--- src/rtl/oled_pixel_streamer.sv ---
// Frame scanner + SPI mode-0 serializer: walks x/y over the panel in raster order,
// latches the RGB565 pixel the screen generator returns and shifts it out MSB first.
module oled_pixel_streamer #(
  parameter int CLK_DIV = 4,
  parameter int WIDTH   = 96,
  parameter int HEIGHT  = 64
) (
  input  logic        clk,
  input  logic        reset,
  input  logic        start,
  input  logic [15:0] oled_data,
  output logic [6:0]  x,
  output logic [5:0]  y,
  output logic        busy,
  output logic        frame_done,
  output logic        cs_n,
  output logic        dc,
  output logic        sclk,
  output logic        mosi
);

  typedef enum logic [2:0] {S_IDLE, S_LOAD, S_SHIFT, S_NEXT, S_DONE} state_t;

  localparam logic [7:0] DIV_LAST = 8'(CLK_DIV - 1);
  localparam logic [6:0] X_LAST   = 7'(WIDTH - 1);
  localparam logic [5:0] Y_LAST   = 6'(HEIGHT - 1);

  state_t      state_q, state_d;
  logic [6:0]  x_q, x_d;
  logic [5:0]  y_q, y_d;
  logic        busy_q, busy_d;
  logic        cs_n_q, cs_n_d;
  logic        sclk_q, sclk_d;
  logic [15:0] shreg_q, shreg_d;
  logic [3:0]  bit_cnt_q, bit_cnt_d;
  logic [7:0]  div_cnt_q, div_cnt_d;
  logic        div_tc;

  assign div_tc = (div_cnt_q == DIV_LAST);

  always_ff @(posedge clk or posedge reset) begin
    if (reset) begin
      state_q   <= S_IDLE;
      x_q       <= '0;
      y_q       <= '0;
      busy_q    <= 1'b0;
      cs_n_q    <= 1'b1;
      sclk_q    <= 1'b0;
      shreg_q   <= '0;
      bit_cnt_q <= '0;
      div_cnt_q <= '0;
    end else begin
      state_q   <= state_d;
      x_q       <= x_d;
      y_q       <= y_d;
      busy_q    <= busy_d;
      cs_n_q    <= cs_n_d;
      sclk_q    <= sclk_d;
      shreg_q   <= shreg_d;
      bit_cnt_q <= bit_cnt_d;
      div_cnt_q <= div_cnt_d;
    end
  end

  always_comb begin
    state_d   = state_q;
    x_d       = x_q;
    y_d       = y_q;
    busy_d    = busy_q;
    cs_n_d    = cs_n_q;
    sclk_d    = sclk_q;
    shreg_d   = shreg_q;
    bit_cnt_d = bit_cnt_q;
    div_cnt_d = div_cnt_q;
    case (state_q)
      S_IDLE: begin
        sclk_d = 1'b0;
        if (start) begin
          state_d = S_LOAD;
          x_d     = '0;
          y_d     = '0;
          busy_d  = 1'b1;
          cs_n_d  = 1'b0;
        end
      end
      S_LOAD: begin
        state_d   = S_SHIFT;
        shreg_d   = oled_data;
        bit_cnt_d = 4'd15;
        div_cnt_d = '0;
        cs_n_d    = 1'b0;
        busy_d    = 1'b1;
        sclk_d    = 1'b0;
      end
      S_SHIFT: begin
        if (div_tc) begin
          div_cnt_d = '0;
          sclk_d    = ~sclk_q;
          // Falling edge: the panel sampled the current bit on the rising edge.
          if (sclk_q) begin
            shreg_d   = {shreg_q[14:0], 1'b0};
            bit_cnt_d = bit_cnt_q - 4'd1;
            if (bit_cnt_q == 4'd0) state_d = S_NEXT;
          end
        end else begin
          div_cnt_d = div_cnt_q + 8'd1;
        end
      end
      S_NEXT: begin
        if (x_q == X_LAST) begin
          x_d = '0;
          if (y_q == Y_LAST) begin
            state_d = S_DONE;
          end else begin
            y_d     = y_q + 6'd1;
            state_d = S_LOAD;
          end
        end else begin
          x_d     = x_q + 7'd1;
          state_d = S_LOAD;
        end
      end
      S_DONE: begin
        state_d = S_IDLE;
        cs_n_d  = 1'b1;
        busy_d  = 1'b0;
        x_d     = '0;
        y_d     = '0;
      end
      default: state_d = S_IDLE;
    endcase
  end

  always_comb begin
    x          = x_q;
    y          = y_q;
    busy       = busy_q;
    cs_n       = cs_n_q;
    sclk       = sclk_q;
    dc         = 1'b1;
    frame_done = (state_q == S_DONE);
    mosi       = (state_q == S_SHIFT) && shreg_q[15];
  end

endmodule

--- config.mk ---
export PLATFORM = sky130hd
export DESIGN_NAME = oled_pixel_streamer
export DESIGN_NICKNAME = d
export VERILOG_FILES = /design/src/rtl/oled_pixel_streamer.sv
export SDC_FILE = /design/constraint.sdc
export NUM_CORES = 1
export LEC_CHECK = 0
export CAP_MARGIN = 20
export CORE_MARGIN = 4
export CORE_UTILIZATION = 40
export CTS_CLUSTER_SIZE = 12
export DETAILED_ROUTE_END_ITERATION = 8
export PLACE_DENSITY = 0.7
export SYNTH_ARGS = -nofsm -noshare
export SYNTH_HDL_FRONTEND = slang
export SYNTH_SLANG_ARGS = --single-unit
--- constraint.sdc ---
create_clock -name clk -period 4.8 [get_ports clk]
set_input_delay 0.48 -clock clk [delete_from_list [all_inputs] [get_ports clk]]
set_output_delay 0.48 -clock clk [all_outputs]
set_load 0.005 [all_outputs]
==> results.tsv, run 1 <==
metric	value	unit
dp.cells	361	
async_reset_ff_share	100	%
min_period	2.65	ns
firstDrtPassIters	4	
r2r_end	div_cnt_q[4]	
p_seq_share	58.6	%
ant_nets	0	
postSynthAreaPerCell	9.05	sq um
synth_nets	289	
clk_latency	0.31	ns
synthToLayoutAreaGrowth	19.7	%
synth.most_common_cell	dfrtp_1	
skew	0.00964	ns
ir_drop	0.121	mV
synth-seq-cells	47	
vias	1981	
critical_path.cell_chain	nor3b_1, and2_1, clkdlybuf4s50_1	
cts_root_buf	clkbuf_8	
tns	0	ns
placed_area	2790	sq um
cp-end-kind	output port	
synth_ff_type	dfrtp_1	
r2r_cells	4	
worst_path_max_delay_cell	nor3b_1	
maxSlewHeadroom	48.7	%
synth_top_area_share	47.8	%
rsz0062_at_grt	false	
synth_area_leaders	dfrtp_1 48%, nor3_1 7.7%, nor2_1 6.5%	
drtIter0Drc	140	
drc_errors	0	
setup.worst_path.end	mosi	
maxCapViolations	0	
clk_pin_slew_worst_paths	0.10	ns
synth_warnings	0	
worstPathMaxFanout	14	
setup_viol	0	
fp-row-count	27	
stdcell_count	369	
antenna_found_initial	0	
fp.dieH	85.6	microns
power_frac_clock	35.5	%
drive_gt1_share	7.41	%
cp_slowest_stage_delay	0.59	ns
pwr_density_cell	242	nW/um^2
r2r_slack	2.54	ns
tritoncts	yes	
die_w	85.6	microns
dpl.hpwl	3560	microns
cts_setup_buffers	0	
vias_per_cell	5.37	
cts.sinks	47	
finalHoldViolCount	0	
crit_arrival	2.17	ns
nets	319	
startpoint	state_q[1]	
htreeDepth	2	
leakage	0.00120	uW
finalMaxSlewViolations	0	
internal_power	531	uW
fin_crit_sh	55.2	%
ctsResizeCount	0	
grt_max_degree	48	
numCtsBuffers	5	
placement.io_buffers	36	
postLayoutCellArea	2880	sq um
status	finished, final reports clean	
grt_usage	14.8	%
post-synth-top-area-cell	dfrtp_1	
synth_area	2410	sq um
fmax	377	MHz
core-area	5680	sq um
p_switching	166	uW
synth_cells	266	
cts_buffer_depth	2	
synth_seq_area_share	48.9	%
required	4.32	ns
drt_wl_total	5060	microns
hold_buffers	0	
netSwitchingFraction	23.8	%
dieArea	7320	sq um
globalRoute.totalOverflow	0	
hp-class	flop to flop	
worstMarginPinSlew	0.763	ns
wl_per_cell	13.7	microns
pwr-share-comb	5.9	%
synth_edf_count	0	
path_class	flop to output port	
worstSetupStartpointType	flop	
grt_pass1_wl	8820	microns
synth.distinct_cells	50	
grt_pass1_vias	1890	
r2r-start	state_q[1]	
place.gp.congestion	0.813	
start_util	42.4	%
synth_common_cells	46 x dfrtp_1, 42 x nor2_1, 37 x nor3_1, 18 x o21ai_0, 16 x nand2_1	
io_pins	38	
antenna_cells	0	
==> cells by family after synthesis <==
group           after synthesis  share of synthesized area [%]
compound gates               44                           11.6
xor+xnor                      7                           2.55
fa+ha+maj                     4                           2.08
buf+inv                      25                           5.41
flops                        47                           48.9
mux                           1                          0.468
other cells                   1                          0.156
simple gates                137                           28.8
==> power by group through the flow <==
stage / registers [uW] / clock network [uW] / logic [uW]
final: 409 / 248 / 40.9
after detailed placement: 416 / 0 / 42.1
after global routing: 410 / 273 / 46.0
after CTS: 408 / 255 / 42.2
after floorplan: 415 / 0 / 16.9
after global placement: 416 / 0 / 41.6
==> worst max-delay path: cells and delay by family, from the launching register on <==
kind / cells / cell delay (ns)
and+or+nand+nor: 2 / 0.81
DFF: 1 / 0.57
buffers and inverters: 1 / 0.49
==> sequential cells by signal, indices dropped and copies added (netlist names) <==
register,count
shreg_q,16
div_cnt_q,8
x,7
y,6
bit_cnt_q,4
state_q,3
busy,1
cs_n,1
sclk,1
==> per-layer routing <==
layer / global-route usage (%) / vias up / share of wire (%) / wire, microns
met3: 2.98 / 6 / 3.3 / 166
met5: 0 / - / 0 / 0
li1: - / 994 / - / -
met1: 19.6 / 957 / 49 / 2480
met4: 6.04 / 0 / 1.7 / 86
met2: 23.7 / 24 / 46 / 2330
==> placed cells by master (no fill, tap or decap), types with 3 or more instances in the layout <==
| cell type | count |
|---|---|
| dfrtp_1 | 46 |
| nor2_1 | 42 |
| nor3_1 | 37 |
| clkdlybuf4s50_1 | 36 |
| o21ai_0 | 18 |
| nand2_1 | 16 |
| nand3_1 | 9 |
| inv_1 | 8 |
| a21oi_1 | 6 |
| and3_1 | 5 |
| clkbuf_8 | 5 |
| xor2_1 | 4 |
| ha_1 | 4 |
| nor2b_1 | 3 |
| o31ai_1 | 3 |
| xnor2_1 | 3 |
| nand4_1 | 3 |
| a31oi_1 | 3 |
| buf_4 | 3 |
==> final cells by class <==
type	instances	area, sq um
sequential	47	1180
clock buffer	5	68.8
tap	72	90.1
fill	548	2790
timing repair buffer	39	383
inverter	9	33.8
multi-input combinational	194	1100
clock inverter	3	23.8
==> how the worst min path moves through the flow <==
stage,from,depth (start not counted),to
after floorplan,bit_cnt_q[0],1,bit_cnt_q[0]
final,bit_cnt_q[0],1,bit_cnt_q[0]
after global routing,div_cnt_q[0],1,div_cnt_q[0]
after CTS,bit_cnt_q[0],1,bit_cnt_q[0]
after detailed placement,shreg_q[0],2,shreg_q[0]
after global placement,shreg_q[0],2,shreg_q[0]
==> stage by stage <==
step | setup slack, ns | util (%) | power, uW | hold slack [ns]
final | 2.15 | 50.8 | 697 | 0.509
after global routing | 1.97 | 50.8 | 729 | 0.546
after CTS | 2.12 | 50.8 | 706 | 0.513
after detailed placement | 2.48 | 49.1 | 458 | 0.494
after global placement | 2.56 | 49.1 | 458 | 0.484
after floorplan | 2.67 | - | 432 | 0.460
Power figures use the tool's default switching activity.
==> inputs of run 2 (changes only) <==
==> constraint.sdc (replaced) <==
create_clock -name clk -period 2.7 [get_ports clk]
set_input_delay 0.27 -clock clk [delete_from_list [all_inputs] [get_ports clk]]
set_output_delay 0.27 -clock clk [all_outputs]
set_load 0.005 [all_outputs]
==> results.tsv, run 2 (synthesis results as in run 1) <==
metric	value	unit
status	finished, final reports clean	
maxSlewHeadroom	46.7	%
clk_pin_slew_worst_paths	0.10	ns
maxCapViolations	0	
hp-class	primary input to async pin	
setup_viol	0	
cp-end-kind	output port	
crit_buf_inv	1	
antenna_found_initial	0	
finalMaxSlewViolations	0	
ir_drop	0.229	mV
worst_slack	0.247	ns
dieArea	7320	sq um
path_class	flop to output port	
worstPathMaxFanout	14	
drive_gt1_share	7.72	%
vias	1996	
htreeDepth	2	
cts_root_buf	clkbuf_8	
worst_path_max_delay_cell	nor3b_1	
grt_pass1_vias	1974	
drtIter0Drc	154	
grt_usage	15.2	%
rsz0062_at_grt	false	
critical_path.top_delay_family	simple AND/OR/NAND/NOR gates	
n_fill_cell	521	
clk_latency	0.31	ns
grt_pass1_wl	9140	microns
placement.io_buffers	36	
multi_input_area	1100	sq um
p_seq_share	54.7	%
worstMarginPinSlew	0.793	ns
cts_setup_buffers	0	
internal_power	1030	uW
io_pins	38	
firstDrtPassIters	4	
place.gp.congestion	0.826	
largest_register_ffs	16	
worst_hold_slack	0.264	ns
min_period	2.45	ns
hold_buffers	0	
skew	0.0186	ns
vias_per_cell	5.39	
wl_per_cell	14.2	microns
area.sequential	1180	sq um
tns	0	ns
core-area	5680	sq um
synthToLayoutAreaGrowth	20.8	%
pwr_density_cell	457	nW/um^2
leakage	0.00122	uW
required	2.43	ns
r2r_cells	4	
ctsResizeCount	0	
die_w	85.6	microns
tritoncts	yes	
netSwitchingFraction	22.1	%
power_frac_clock	39.8	%
cts_buffer_depth	2	
dpl.hpwl	3760	microns
worstSetupStartpointType	flop	
antenna_cells	0	
fp-row-count	27	
crit_cells	3	
numCtsBuffers	5	
p_switching	294	uW
cts.sinks	47	
final_cell_mix	46 x dfrtp_1, 42 x nor2_1, 37 x nor3_1	
fmax	408	MHz
drc_errors	0	
ant_nets	0	
start_util	42.4	%
layout_commonest_cell	dfrtp_1	
preCtsSetupSlack	0.600	ns
nets	320	
crit_arrival	2.18	ns
fp.dieH	85.6	microns
cp_slowest_stage_delay	0.59	ns
finalHoldViolCount	0	
pwr-share-comb	5.5	%
globalRoute.totalOverflow	0	
critical_path.cell_chain	nor3b_1, and2_1, clkdlybuf4s50_1	
fin_crit_sh	90.8	%
drt_wl_total	5270	microns
grt_max_degree	32	
top_register	shreg_q	
## run 2: cell types whose count changed in the layout (fill, tap and decap cells not counted)
cell and change:
clkinvlp_4 -2, clkinv_2 +1, bufinv_16 +1, buf_4 +1, clkinv_4 +1, inv_6 -1
## run 2: worst paths after layout
path / from / to / slack, ns
hold reg to reg: bit_cnt_q[0] / bit_cnt_q[0] / 0.51
hold / removal: reset / shreg_q[0] / 0.26
setup / recovery: state_q[1] / mosi / 0.25
setup reg to reg: state_q[1] / y[5] / 0.61
max in group asynchronous: reset / cs_n / 1.63
min in group clk: bit_cnt_q[0] / bit_cnt_q[0] / 0.51
## run 2: power by group through the flow
stage,logic [uW],registers [uW],clock network (uW)
6_report,73.7,727,529
5_1_grt,82.6,729,573
4_1_cts,75.9,727,543
3_5_place_dp,75.8,740,0
3_3_place_gp,74.3,740,0
2_1_floorplan,30.1,738,0
## run 2: layout make-up
type | instances | share of cell area (%)
flip-flops and latches | 47 | 40.5
multi-input cells | 194 | 38.0
repair buffers | 40 | 13.4
well taps | 72 | 3.10
clock buffers | 5 | 2.37
clock inverters | 3 | 1.51
inverters | 9 | 1.16
## run 2: routing by layer
layer / vias up / global-route usage (%) / routed length [microns]
li1: 1000 / - / -
met1: 956 / 20.8 / 2620
met4: 0 / 6.33 / 105
met3: 9 / 3.36 / 136
met2: 31 / 23.4 / 2410
met5: - / 0 / 0
## run 2: through the flow
stage | power, uW | instance area [sq um] | util [%] | cells
6_report | 1330 | 2910 | 51.3 | 370
5_1_grt | 1380 | 2910 | 51.3 | 370
4_1_cts | 1350 | 2910 | 51.3 | 370
3_5_place_dp | 816 | 2800 | 49.3 | 362
3_3_place_gp | 815 | 2800 | 49.3 | 362
2_1_floorplan | 768 | 2410 | - | 266
## run 2: worst register-to-register path: stages, from the launching register on
cell and delay, ns:
dfrtp_1 0.57, and3b_1 0.39, nand3_1 0.33, or4_1 0.58, a21oi_1 0.15
